$ cat src/rtl/bar_accumulator_if.sv
// Magnitude stream handshake between the spectrum stage and bar_accumulator.
// One bin per accepted beat (valid && ready); last marks the final bin of a frame.
interface bar_accumulator_if #(
  parameter int BAR_WIDTH = 16
);
  logic                 mag_valid;
  logic [BAR_WIDTH-1:0] mag_data;
  logic                 mag_last;
  logic                 mag_ready;

  modport master (
    output mag_valid,
    output mag_data,
    output mag_last,
    input  mag_ready
  );

  modport slave (
    input  mag_valid,
    input  mag_data,
    input  mag_last,
    output mag_ready
  );
endinterface

$ cat src/rtl/bar_accumulator.sv
// bar_accumulator: reduces a streamed spectrum frame to one peak per bar and
// publishes the bar heights on a frame-sync pulse, so a redraw never mixes
// two analysis frames.
// Optional feature macro: BAR_DECAY_EN -- peak-hold with a linear fall of
// DECAY_STEP per committed frame. Without it each published frame is exactly
// that frame's per-bar maxima.
module bar_accumulator #(
  parameter int NUM_BARS     = 16,
  parameter int BAR_WIDTH    = 16,
  parameter int BINS_PER_BAR = 4,
  parameter int DECAY_STEP   = 512
) (
  input  logic                 fsm_clk,
  input  logic                 reset,
  bar_accumulator_if.slave     mag,
  input  logic                 frame_sync,
  output logic [BAR_WIDTH-1:0] bars [NUM_BARS],
  output logic                 frame_done
);

  localparam int TOTAL_BINS = NUM_BARS * BINS_PER_BAR;
  localparam int BIN_W      = $clog2(TOTAL_BINS + 1);
  localparam int IDX_W      = (NUM_BARS > 1) ? $clog2(NUM_BARS) : 1;

  localparam logic [BIN_W-1:0]     BIN_MAX = BIN_W'(TOTAL_BINS);
  localparam logic [BIN_W-1:0]     BIN_DIV = BIN_W'(BINS_PER_BAR);
  localparam logic [IDX_W-1:0]     K_LAST  = IDX_W'(NUM_BARS - 1);
  localparam logic [BAR_WIDTH-1:0] DECAY_W = BAR_WIDTH'(DECAY_STEP);
  localparam logic [BAR_WIDTH-1:0] ZERO_W  = {BAR_WIDTH{1'b0}};

  typedef enum logic [1:0] {
    ST_ACCUM     = 2'd0,
    ST_COMMIT    = 2'd1,
    ST_WAIT_SYNC = 2'd2
  } state_t;

  state_t               state_r;
  state_t               state_nxt_s;
  logic [BIN_W-1:0]     bin_r;
  logic [IDX_W-1:0]     k_r;
  logic [BAR_WIDTH-1:0] acc_r  [NUM_BARS];
  logic [BAR_WIDTH-1:0] held_r [NUM_BARS];

  logic                 ready_s;
  logic                 commit_s;
  logic                 publish_s;
  logic                 accept_s;
  logic [BIN_W-1:0]     bin_div_s;
  logic [NUM_BARS-1:0]  bar_sel_s;
  logic [BAR_WIDTH-1:0] acc_k_s;
  logic [BAR_WIDTH-1:0] new_held_s;

  assign mag.mag_ready = ready_s;
  assign accept_s      = mag.mag_valid & ready_s;

  // State register.
  always_ff @(posedge fsm_clk or posedge reset) begin
    if (reset) begin
      state_r <= ST_ACCUM;
    end else begin
      state_r <= state_nxt_s;
    end
  end

  // Next-state logic: a frame ends on an accepted last beat, the commit sweep
  // runs once per bar, and only a sync seen while waiting releases the frame.
  always_comb begin
    state_nxt_s = state_r;
    case (state_r)
      ST_ACCUM: begin
        if (accept_s && mag.mag_last) begin
          state_nxt_s = ST_COMMIT;
        end else begin
          state_nxt_s = ST_ACCUM;
        end
      end
      ST_COMMIT: begin
        if (k_r == K_LAST) begin
          state_nxt_s = ST_WAIT_SYNC;
        end else begin
          state_nxt_s = ST_COMMIT;
        end
      end
      ST_WAIT_SYNC: begin
        if (frame_sync) begin
          state_nxt_s = ST_ACCUM;
        end else begin
          state_nxt_s = ST_WAIT_SYNC;
        end
      end
      default: state_nxt_s = ST_ACCUM;
    endcase
  end

  // State decode: ready only in ACCUM and never while reset is held.
  always_comb begin
    ready_s   = 1'b0;
    commit_s  = 1'b0;
    publish_s = 1'b0;
    case (state_r)
      ST_ACCUM:     ready_s   = ~reset;
      ST_COMMIT:    commit_s  = 1'b1;
      ST_WAIT_SYNC: publish_s = frame_sync;
      default: begin
        ready_s   = 1'b0;
        commit_s  = 1'b0;
        publish_s = 1'b0;
      end
    endcase
  end

  // Decode which bar the current bin belongs to; saturated bins select none.
  always_comb begin
    bin_div_s = bin_r / BIN_DIV;
    bar_sel_s = {NUM_BARS{1'b0}};
    for (int b = 0; b < NUM_BARS; b++) begin
      if (bin_div_s == BIN_W'(b)) begin
        bar_sel_s[b] = 1'b1;
      end else begin
        bar_sel_s[b] = 1'b0;
      end
    end
  end

  // New held value for the bar being committed this cycle.
`ifdef BAR_DECAY_EN
  logic [BAR_WIDTH-1:0] held_k_s;
  logic [BAR_WIDTH-1:0] decayed_s;

  always_comb begin
    acc_k_s  = acc_r[k_r];
    held_k_s = held_r[k_r];
    if (held_k_s > DECAY_W) begin
      decayed_s = held_k_s - DECAY_W;
    end else begin
      decayed_s = ZERO_W;
    end
    if (acc_k_s > decayed_s) begin
      new_held_s = acc_k_s;
    end else begin
      new_held_s = decayed_s;
    end
  end
`else
  logic unused_decay_s;
  assign unused_decay_s = ^DECAY_W;

  always_comb begin
    acc_k_s    = acc_r[k_r];
    new_held_s = acc_k_s;
  end
`endif

  // Bin counter (saturating) and commit sweep index.
  always_ff @(posedge fsm_clk or posedge reset) begin
    if (reset) begin
      bin_r <= {BIN_W{1'b0}};
      k_r   <= {IDX_W{1'b0}};
    end else if (commit_s) begin
      if (k_r == K_LAST) begin
        k_r   <= {IDX_W{1'b0}};
        bin_r <= {BIN_W{1'b0}};
      end else begin
        k_r <= k_r + IDX_W'(1);
      end
    end else if (accept_s && (bin_r != BIN_MAX)) begin
      bin_r <= bin_r + BIN_W'(1);
    end
  end

  // Per-bar running maximum; each bar is cleared as the sweep commits it.
  always_ff @(posedge fsm_clk or posedge reset) begin
    if (reset) begin
      for (int b = 0; b < NUM_BARS; b++) begin
        acc_r[b] <= ZERO_W;
      end
    end else begin
      for (int b = 0; b < NUM_BARS; b++) begin
        if (commit_s && (k_r == IDX_W'(b))) begin
          acc_r[b] <= ZERO_W;
        end else if (accept_s && bar_sel_s[b] && (mag.mag_data > acc_r[b])) begin
          acc_r[b] <= mag.mag_data;
        end
      end
    end
  end

  // Held values: one bar written per commit cycle.
  always_ff @(posedge fsm_clk or posedge reset) begin
    if (reset) begin
      for (int b = 0; b < NUM_BARS; b++) begin
        held_r[b] <= ZERO_W;
      end
    end else if (commit_s) begin
      held_r[k_r] <= new_held_s;
    end
  end

  // Published bars: all copied on one edge, plus a one-cycle done pulse.
  always_ff @(posedge fsm_clk or posedge reset) begin
    if (reset) begin
      for (int b = 0; b < NUM_BARS; b++) begin
        bars[b] <= ZERO_W;
      end
      frame_done <= 1'b0;
    end else begin
      if (publish_s) begin
        for (int b = 0; b < NUM_BARS; b++) begin
          bars[b] <= held_r[b];
        end
      end
      frame_done <= publish_s;
    end
  end

endmodule

$ cat src/flat_wrapper.sv
// flat-port wrapper written by rule: the top's interface ports become plain ports
module bar_accumulator_flat 
#(
  parameter int NUM_BARS     = 16,
  parameter int BAR_WIDTH    = 16,
  parameter int BINS_PER_BAR = 4,
  parameter int DECAY_STEP   = 512
)
  (fsm_clk, reset, frame_sync, bars, frame_done, mag_mag_valid, mag_mag_data, mag_mag_last, mag_mag_ready);
  bar_accumulator_if #(.BAR_WIDTH(BAR_WIDTH)) mag_i ();
  input  logic fsm_clk;
  input  logic reset;
  input  logic frame_sync;
  output logic [BAR_WIDTH-1:0] bars[NUM_BARS];
  output logic frame_done;
  input wire logic [$bits(mag_i.mag_valid)-1:0] mag_mag_valid;
  input wire logic [$bits(mag_i.mag_data)-1:0] mag_mag_data;
  input wire logic [$bits(mag_i.mag_last)-1:0] mag_mag_last;
  output wire logic [$bits(mag_i.mag_ready)-1:0] mag_mag_ready;
  assign mag_i.mag_valid = mag_mag_valid;
  assign mag_i.mag_data = mag_mag_data;
  assign mag_i.mag_last = mag_mag_last;
  assign mag_mag_ready = mag_i.mag_ready;
  bar_accumulator #(.NUM_BARS(NUM_BARS), .BAR_WIDTH(BAR_WIDTH), .BINS_PER_BAR(BINS_PER_BAR), .DECAY_STEP(DECAY_STEP)) u_core (.fsm_clk(fsm_clk), .reset(reset), .mag(mag_i), .frame_sync(frame_sync), .bars(bars), .frame_done(frame_done));
endmodule
$ cat config.mk
export PLATFORM = sky130hd
export DESIGN_NAME = bar_accumulator_flat
export DESIGN_NICKNAME = d
export VERILOG_FILES = /design/src/rtl/bar_accumulator_if.sv /design/src/rtl/bar_accumulator.sv /design/src/flat_wrapper.sv
export SDC_FILE = /design/constraint.sdc
export NUM_CORES = 2
export LEC_CHECK = 0
export BUFFER_PORTS_ARGS = -buffer_cell sky130_fd_sc_hd__buf_4
export CORE_UTILIZATION = 51
export DETAILED_ROUTE_END_ITERATION = 10
export PLACE_DENSITY = 0.72
export REMOVE_ABC_BUFFERS = 1
export SYNTH_ARGS = -nofsm -noshare
export SYNTH_HDL_FRONTEND = slang
export SYNTH_SLANG_ARGS = --single-unit
$ cat constraint.sdc
create_clock -name fsm_clk -period 28.9 [get_ports fsm_clk]
set_input_delay 8.67 -clock fsm_clk [delete_from_list [all_inputs] [get_ports fsm_clk]]
set_output_delay 8.67 -clock fsm_clk [all_outputs]
set_load 0.02 [all_outputs]
==> flow_metrics.py <==
metrics = {
    "synth": {
        "yosys_warnings": 0,
        "yosysTopAreaCell": "dfrtp_1",
        "ys_ff_latch": 782,
        "netlist_area_sq_um": 36900,
        "synth_cells": 3364,
        "synthTopCellsByArea": "dfrtp_1, nand2_1, ha_1",
        "synth-main-ff-cell": "dfrtp_1",
        "yosysSeqAreaShare": 0.530,
        "synth_edf_count": 0,
        "synthArstFlopShare": 1.00,
        "synth_cell_type_count": 62,
        "syn_avg_cell_area_sq_um": 11.0,
        "synth.top_cell.area_share": 0.530,
    },
    "cells_and_area": {
        "regArea_sq_um": 19600,
        "final_common_cell": "nand2_1",
        "layout-drive-gt1-share": 0.212,
        "antennaDiodeCount": 0,
        "post-route-util": 0.598,
        "fillerInstances": 5972,
        "syn2layout_area_growth_pct": 15.9,
        "finalNetCount": 3875,
        "multiInputGateArea_sq_um": 15800,
        "most-common-layout-cells": "nand2_1, dfrtp_1, buf_4",
        "fin_area_sq_um": 42800,
    },
    "clock_tree": {
        "cts_root_buf": "clkbuf_16",
        "cts_setup_buffers": 0,
        "cts_buffers": 85,
        "cts_resized": 0,
        "htree_levels": 3,
        "cts_sinks": 782,
        "clk_path_buf_depth": 3,
        "clkSlewWorstSetupHoldPaths_ns": 0.06,
        "cts_tree": "done",
        "worstSkewPairLatency_ns": 0.64,
        "holdBufCountCts": 0,
    },
    "worst_setup_path": {
        "cp_max_fo": 3,
        "crit_top_cell": "buf_4",
        "r2r-start": "u_core.k_r[1]$_DFFE_PP0P_",
        "crit_chain": "buf_4 -> nor3_2 -> buf_4",
        "reg2reg_slack_ns": 24.96,
        "slowest_delay_ns": 0.17,
        "r2r_end": "u_core.acc_r[68]$_DFFE_PP0P_",
        "cp.required_ns": 20.23,
        "end_kind": "output pin",
        "worst_ep_arrival_time_ns": 9.12,
        "r2r_cells": 5,
        "slowest_stage": "buf_4",
        "worstSetupStartpointType": "primary input",
        "crit_type": "in -> out",
    },
    "job": {
        "drv_cap": 0,
    },
    "pwr": {
        "p_sw_frac": 0.280,
        "pwr-share-seq": 0.433,
        "vdd_ir_drop_max_mv": 0.0477,
        "power_density_nw_per_um2": 66.6,
        "power.clock.fraction": 0.408,
        "internal_power_mw": 2.05,
        "power.net_switching_mw": 0.798,
        "report.power.total_mw": 2.85,
        "p_leak_nw": 21.7,
        "power_frac_comb": 0.159,
    },
    "hold_path": {
        "hold_start": "u_core.held_r[33]$_DFFE_PP0P_",
        "hp-class": "reg -> reg",
        "holdPathStages": 2,
        "hold-path-endpoint": "u_core.bars[33]$_DFFE_PP0P_",
    },
    "drt": {
        "drt_iter0_drc": 2078,
        "antenna_left": 0,
        "num_vias": 25900,
        "detail_route.first_pass.iterations": 5,
        "wl_per_cell_um": 19.6,
        "drc_errors": 0,
        "wl_um": 90400,
        "viasPerCell": 5.62,
    },
    "die": {
        "fp-row-count": 98,
        "die_area_sq_um": 73500,
        "pin_count": 279,
        "die_h_um": 271,
        "initial_core_util": 0.516,
        "die_w_um": 271,
        "core_sq_um": 71600,
    },
    "placement": {
        "place_hpwl_um": 57300,
        "io_buffer_count": 278,
        "gp_congestion": 0.870,
        "place_area_sq_um": 39800,
        "detailedPlace.worstSlack_ns": 11.10,
    },
    "sta": {
        "relSlewSlack": 0.196,
        "drv_slew": 0,
        "fin_crit_sh": 0.616,
        "fin_skew_ns": 0.0209,
        "fmax_mhz": 56.2,
        "timing.final.ws_setup_ns": 11.11,
        "post-route-min-period_ns": 17.79,
        "grt_setup_unrepaired": "no",
        "finalSetupViolCount": 0,
        "hold_viol": 0,
        "fin_hold_ws_ns": 0.451,
        "worst_pin_slew_ns": 1.20,
    },
    "run_status": {
        "status": "complete, no violations",
    },
    "grt": {
        "antenna_found_initial": 3,
        "grt_max_degree": 178,
        "grt_pass1_wl_um": 145000,
        "grt_pass1_vias": 25800,
        "grt.total_usage": 0.251,
        "overflow": 0,
    },
}
[worst max-delay path by stage]
| stage | cells after the start | endpoint | start | slack (ns) |
|---|---|---|---|---|
| after floorplan | 1 | u_core.acc_r[0]$_DFFE_PP0P_ | reset | -1.73 |
| after global placement | 3 | mag_mag_ready | reset | 11.10 |
| after detailed placement | 3 | mag_mag_ready | reset | 11.10 |
| after CTS | 3 | mag_mag_ready | reset | 11.10 |
| after global routing | 3 | mag_mag_ready | reset | 11.09 |
| final | 3 | mag_mag_ready | reset | 11.11 |
[worst max-delay path, delay by kind of cell]
family	cells	cell delay, ns
and+or+nand+nor	1	0.14
buffers and inverters	2	0.32
[sequential cells by signal (all words and copies together) (netlist names)]
| name | cells |
|---|---|
| u_core.bars | 256 |
| u_core.state_r | 2 |
| u_core.bin_r | 7 |
| u_core.frame_done | 1 |
| u_core.held_r | 256 |
| u_core.acc_r | 256 |
| u_core.k_r | 4 |
[metrics by stage]
stage,cells,setup TNS [ns]
finish,4614,0
global route,4614,0
CTS,4614,0
detailed placement,4455,0
global placement,4455,0
floorplan,3202,-1349.03
[synthesized netlist by cell type, drive strengths merged (2+ instances only)]
cell type  count
nor4          20
nand4         39
a41o           2
nand3         17
xor2           5
and4           6
nand2b         3
a211o          3
a21boi         3
and3           2
a21o          15
o21a           9
nand2        935
a21oi         95
mux2         240
nor2b         11
a2111oi       21
mux4          64
or3           12
dfrtp        782
inv          255
or4            2
ha           262
clkbuf        98
o41a           6
o21ai         36
and2          10
a2111o         2
a31oi          2
mux2i          2
a22o         256
buf           64
o211ai         2
nor3          27
nor2          43
[per-layer routing]
layer | routed length, um | part of all wire | vias to the layer above | GRT usage
met3 | 5220 | 0.058 | 132 | 0.0442
li1 | - | - | 12000 | -
met5 | 28 | 0.00031 | - | 0
met4 | 2230 | 0.025 | 4 | 0.0778
met1 | 40900 | 0.45 | 13000 | 0.358
met2 | 42000 | 0.46 | 702 | 0.390
[cells by family after synthesis]
family	count (synthesis)	share of synthesized area
flip-flops	782	0.530
adder cells (fa/ha/maj)	262	0.0888
buffers and inverters	418	0.0443
XOR/XNOR	6	0.00142
multiplexers	306	0.113
AO/OA/AOI/OAI	459	0.0964
AND/OR/NAND/NOR	1131	0.126
[layout make-up]
class	count	area share
Multi-Input combinational cell	2164	0.368
Inverter	256	0.0228
Clock inverter	43	0.0136
Sequential cell	782	0.457
Timing Repair Buffer	303	0.0537
Tap cell	950	0.0278
Clock buffer	116	0.0567
[power by group through the flow]
stage | logic, mW | clock network, mW | registers, mW
6_report | 0.454 | 1.16 | 1.23
4_1_cts | 0.460 | 1.19 | 1.23
3_5_place_dp | 0.458 | 0 | 1.25
5_1_grt | 0.499 | 1.23 | 1.24
3_3_place_gp | 0.447 | 0 | 1.25
2_1_floorplan | 0.290 | 0 | 1.25
Power figures use the tool's default switching activity.
